## config.mk

```make
export PLATFORM = sky130hd
export DESIGN_NAME = uart_receiver
export DESIGN_NICKNAME = d
export VERILOG_FILES = /design/src/rtl/uart_receiver.sv
export SDC_FILE = /design/constraint.sdc
export NUM_CORES = 1
export LEC_CHECK = 0
export CAP_MARGIN = 10
export CORE_ASPECT_RATIO = 0.75
export CORE_MARGIN = 5
export CORE_UTILIZATION = 25
export DETAILED_ROUTE_END_ITERATION = 8
export SLEW_MARGIN = 0
export SYNTH_ARGS = -nofsm -noshare
export SYNTH_HDL_FRONTEND = slang
export SYNTH_SLANG_ARGS = --single-unit
```

## constraint.sdc

```tcl
create_clock -name clk -period 4.55 [get_ports clk]
set_input_delay 1.365 -clock clk [delete_from_list [all_inputs] [get_ports clk]]
set_output_delay 1.365 -clock clk [all_outputs]
set_load 0.05 [all_outputs]
```

## src/rtl/uart_receiver.sv

```systemverilog
// UART receive stage: 2-flop synchroniser, mid-bit sampling FSM, valid/ready byte output.
// Optional even-parity checking is enabled by defining UART_RX_PARITY_EN.
module uart_receiver #(
    parameter int CLKS_PER_BIT = 16,
    parameter int DATA_BITS    = 8
) (
    input  logic                 clk,
    input  logic                 rst_n,
    input  logic                 rx,
    output logic [DATA_BITS-1:0] data,
    output logic                 valid,
    input  logic                 ready,
    output logic                 frame_err,
    output logic                 overrun,
    output logic                 busy
`ifdef UART_RX_PARITY_EN
    ,
    output logic                 parity_err
`endif
);

    localparam int CNT_W = $clog2(CLKS_PER_BIT) + 1;
    localparam int IDX_W = $clog2(DATA_BITS) + 1;

    localparam logic [CNT_W-1:0] CNT_HALF = CNT_W'((CLKS_PER_BIT - 1) / 2);
    localparam logic [CNT_W-1:0] CNT_LAST = CNT_W'(CLKS_PER_BIT - 1);
    localparam logic [CNT_W-1:0] CNT_ONE  = CNT_W'(1);
    localparam logic [IDX_W-1:0] IDX_LAST = IDX_W'(DATA_BITS - 1);
    localparam logic [IDX_W-1:0] IDX_ONE  = IDX_W'(1);

    localparam logic [2:0] S_IDLE   = 3'd0;
    localparam logic [2:0] S_START  = 3'd1;
    localparam logic [2:0] S_DATA   = 3'd2;
    localparam logic [2:0] S_PARITY = 3'd3;
    localparam logic [2:0] S_STOP   = 3'd4;
    localparam logic [2:0] S_BREAK  = 3'd5;

    logic                 sync1_q, sync2_q;
    logic [2:0]           state_q, state_d;
    logic [CNT_W-1:0]     cnt_q, cnt_d;
    logic [IDX_W-1:0]     idx_q, idx_d;
    logic [DATA_BITS-1:0] shift_q, shift_d;
    logic [DATA_BITS-1:0] data_q, data_d;
    logic                 valid_q, valid_d;
    logic                 ferr_q, ferr_d;
    logic                 ovr_q, ovr_d;
    logic                 good_byte;
    logic                 bit_tick;
    logic                 rx_s;
`ifdef UART_RX_PARITY_EN
    logic                 par_q, par_d;
    logic                 perr_q, perr_d;
`endif

    assign rx_s     = sync2_q;
    assign bit_tick = (cnt_q == CNT_LAST);

    always_comb begin
        state_d   = state_q;
        cnt_d     = cnt_q;
        idx_d     = idx_q;
        shift_d   = shift_q;
        data_d    = data_q;
        valid_d   = valid_q;
        ferr_d    = 1'b0;
        ovr_d     = 1'b0;
        good_byte = 1'b0;
`ifdef UART_RX_PARITY_EN
        par_d     = par_q;
        perr_d    = 1'b0;
`endif

        if (valid_q && ready) begin
            valid_d = 1'b0;
        end

        case (state_q)
            S_IDLE: begin
                if (!rx_s) begin
                    state_d = S_START;
                    cnt_d   = '0;
                end
            end
            S_START: begin
                // Re-check the line at mid start bit; a high line here was a glitch.
                if (cnt_q == CNT_HALF) begin
                    if (rx_s) begin
                        state_d = S_IDLE;
                    end else begin
                        state_d = S_DATA;
                        cnt_d   = '0;
                        idx_d   = '0;
                    end
                end else begin
                    cnt_d = cnt_q + CNT_ONE;
                end
            end
            S_DATA: begin
                if (bit_tick) begin
                    cnt_d                = '0;
                    shift_d              = shift_q >> 1;
                    shift_d[DATA_BITS-1] = rx_s;
                    idx_d                = idx_q + IDX_ONE;
                    if (idx_q == IDX_LAST) begin
`ifdef UART_RX_PARITY_EN
                        state_d = S_PARITY;
`else
                        state_d = S_STOP;
`endif
                    end
                end else begin
                    cnt_d = cnt_q + CNT_ONE;
                end
            end
`ifdef UART_RX_PARITY_EN
            S_PARITY: begin
                if (bit_tick) begin
                    cnt_d   = '0;
                    par_d   = rx_s;
                    state_d = S_STOP;
                end else begin
                    cnt_d = cnt_q + CNT_ONE;
                end
            end
`endif
            S_STOP: begin
                if (bit_tick) begin
                    cnt_d = '0;
                    if (rx_s) begin
                        state_d = S_IDLE;
`ifdef UART_RX_PARITY_EN
                        if (^{shift_q, par_q}) begin
                            perr_d = 1'b1;
                        end else begin
                            good_byte = 1'b1;
                        end
`else
                        good_byte = 1'b1;
`endif
                    end else begin
                        // Bad stop bit: drop the byte and wait out a held-low line.
                        ferr_d  = 1'b1;
                        state_d = S_BREAK;
                    end
                end else begin
                    cnt_d = cnt_q + CNT_ONE;
                end
            end
            S_BREAK: begin
                if (rx_s) begin
                    state_d = S_IDLE;
                end
            end
            default: begin
                state_d = S_IDLE;
            end
        endcase

        // A slot frees up if the consumer takes the old byte on this same edge.
        if (good_byte) begin
            if (!valid_q || ready) begin
                data_d  = shift_q;
                valid_d = 1'b1;
            end else begin
                ovr_d = 1'b1;
            end
        end
    end

    always_ff @(posedge clk) begin
        if (!rst_n) begin
            sync1_q <= 1'b1;
            sync2_q <= 1'b1;
            state_q <= S_IDLE;
            cnt_q   <= '0;
            idx_q   <= '0;
            shift_q <= '0;
            data_q  <= '0;
            valid_q <= 1'b0;
            ferr_q  <= 1'b0;
            ovr_q   <= 1'b0;
`ifdef UART_RX_PARITY_EN
            par_q   <= 1'b0;
            perr_q  <= 1'b0;
`endif
        end else begin
            sync1_q <= rx;
            sync2_q <= sync1_q;
            state_q <= state_d;
            cnt_q   <= cnt_d;
            idx_q   <= idx_d;
            shift_q <= shift_d;
            data_q  <= data_d;
            valid_q <= valid_d;
            ferr_q  <= ferr_d;
            ovr_q   <= ovr_d;
`ifdef UART_RX_PARITY_EN
            par_q   <= par_d;
            perr_q  <= perr_d;
`endif
        end
    end

    assign data      = data_q;
    assign valid     = valid_q;
    assign frame_err = ferr_q;
    assign overrun   = ovr_q;
    assign busy      = (state_q != S_IDLE);
`ifdef UART_RX_PARITY_EN
    assign parity_err = perr_q;
`endif

endmodule

```

==> impl_results.md <==
- Critical-path cell list: nor2_1, nand2_1, clkdlybuf4s50_1
- CTS Buf Count: 5
- Final net count: between 200 and 250
- Setup Viol. Count Final: 0
- Die ar.: about 0.0078 mm2
- Post-Synthesis Cells: 186
- Fillers: between 600 and 700
- CP max-delay cell: clkdlybuf4s50_1
- Row cnt: 24
- Clock-pin slew on the worst setup and hold paths: ~0.060 ns
- Initial Utilization: 26.0%
- Pre-CTS setup slack: 1.52 ns
- Register area: ~660 um2
- Global route total overflow: 0
- Ranking of synthesized cells by area: dfxtp_1 (43%), nand2_1 (9.1%), o21ai_0 (5.6%)
- Clock Path Buffers: 2
- Post-synth top area share: a little over two fifths
- Die Ht: approximately 78 um
- Sequential share of the synthesized area: 43.1%
- Dpl hpwl: 2240 um
- Multi-input logic area: roughly 800 um2
- Syn_nets: 193
- Fin. max-slew vios: 0
- Top cells by count, synth: nand2_1 (37), dfxtp_1 (33), o21ai_0 (17)
- Clk Latency, worst-skew pair: roughly 0.28 ns
- Worst path required time: about 3.2 ns
- CP bufs+invs: 1
- Asr flop ratio synth: 0%
- Root Driver: clkbuf_8
- Post-route DRC: 0
- Min-Delay Path Class: register to register
- Post-cts hold buffer count: 0
- Total track usage: 8.86%
- Final WL: around 3200 um
- RSZ-0062 raised after global routing: false
- CP Depth: 3
- Pwr Density: 394 mW/mm2
- DR iter-0 viols: 78
- Post-Syn Area: ~0.0015 mm2
- Kind of start point of the critical path: register
- Layout cells sized above 1: under 10%
- Mean Syn Cell Area: between 8 and 9 um2
- DR vias/cell: roughly 4.7
- Worst setup margin: 1.26 ns
- TritonCTS clock tree: done
- # clock sinks: 33
- Antenna Violating Nets Remaining: 0
- Post-CTS setup buffer count: 0
- R2R cell count: 5
- Max Freq: about 0.3 GHz
- Status: completed
- First-pass GRT wire length: about 5500 um
- CTS resizes: 0
- Area Growth Syn to Fin: 20.6%
- Delay of the slowest critical-path stage: around 0.8 ns
- # H-tree levels: 2
- GPL Wtd Cong: around 0.79
- Largest net degree at the start of global routing: 28
- Vias in the first global route: approximately 1200
- Cell depth of the worst min-delay path: 1
- Core area: slightly below 0.006 mm2
- Boundary pin count: 16
- Post-synth EDFFs: 0
- Total number of vias: between 1000 and 1500
- Fin crit period: between 3 and 4 ns
- Setup crit end kind: primary output
- Setup tns final: 0 ns
- Pre-antenna DRT Iters: 4
- CP top delay family: buffers and inverters
- # diodes: 0
- Final period utilization: between 70 and 80%
- Peak supply drop: 107 uV
- Most repeated cell in the gate-level netlist after synthesis: nand2_1
- Leakage power: between 0.6 and 0.7 nW
- # Max-Cap Violations: 0
- Yosys reg bits: 33
- Pin slew with the least headroom to its limit: slightly above 0.9 ns
- Worst Path Max Fanout: 15
- I/O Buffers: 15
- Yosys warning total: 0
- Critical path arrival: just under 2 ns
- Synth unique cells: 43
- Final hold violation count: 0
- Die X: 100 um
- Clk_skew: ~0.0043 ns
- Top FF cell, synth: dfxtp_1
- Crit Path Class: register to primary output
- Routed wire per std cell: 11.5 um
- Leading area contributor after synthesis: dfxtp_1
- Initial antenna violation count: 0
- Slew HR: roughly 38%
==> report_power, final <==
group | internal (W) | total (W) | switching (W)
Combinational | 0.0000520 | 0.000126 | 0.0000738
Sequential | 0.000300 | 0.000323 | 0.0000228
Clock | 0.000178 | 0.000279 | 0.000101
Total | 0.000530 | 0.000728 | 0.000197
==> layer usage <==
metal  track usage, %  wire (um)
met1             12.5       1660
met2             12.0       1250
met3             4.39        264
met4             2.02          8
met5                0          0
==> placed cells by master, fill, tap and decap left out, drive strengths merged, types with 2 or more instances in the layout <==
cell type      instances
nand2                 37
dfxtp                 33
o21ai                 19
clkdlybuf4s50         15
nand3                 13
a21oi                  8
a21boi                 8
clkbuf                 7
nor2                   6
nand3b                 4
a31oi                  4
inv                    3
nor3b                  3
nand2b                 3
nor2b                  3
and2                   3
ha                     3
xor2                   2
a21o                   2
mux2i                  2
==> worst paths after layout <==
check | from | end | slack (ns)
max | state_q[1] | busy | 1.26
min | sync1_q | rx_s | 0.42
max reg2reg | cnt_q[0] | data[4] | 2.03
min reg2reg | sync1_q | rx_s | 0.42
==> flip-flops by register name, summed over array words and instances (netlist names), 3 cells and up <==
name / flops
data: 8
idx_q: 4
cnt_q: 5
state_q: 3
shift_q: 8
==> metrics by stage <==
step / power, W / hold WS, ns / instance area [um2] / util, % / cells
global route: 0.000768 / 0.446 / 1850 / 31.4 / 277
global placement: 0.000455 / 0.399 / 1730 / 29.4 / 269
floorplan: 0.000421 / 0.386 / 1530 / - / 186
detailed placement: 0.000454 / 0.400 / 1730 / 29.4 / 269
CTS: 0.000734 / 0.425 / 1850 / 31.4 / 277
finish: 0.000728 / 0.425 / 1850 / 31.4 / 277
==> cell type report <==
type,count,share of cell area [%]
tap,78,5.28
inverter,3,0.610
clock inverter,1,1.63
multi-input combinational,139,43.5
sequential,33,35.8
clock buffer,7,4.67
timing repair buffer,16,8.54
==> logic make-up after synthesis <==
family                     count (synthesis)  synth area share (%)
xor gates and xnor gates                   2                  1.14
adders and majority gates                  4                  3.10
muxes                                      2                  1.31
AOI/OAI and AO/OA                         48                  19.3
buffers and inverters                     14                  4.41
and+or+nand+nor                           83                  27.6
DFF                                       33                  43.1
No activity file was read; power rests on OpenSTA's default activity.
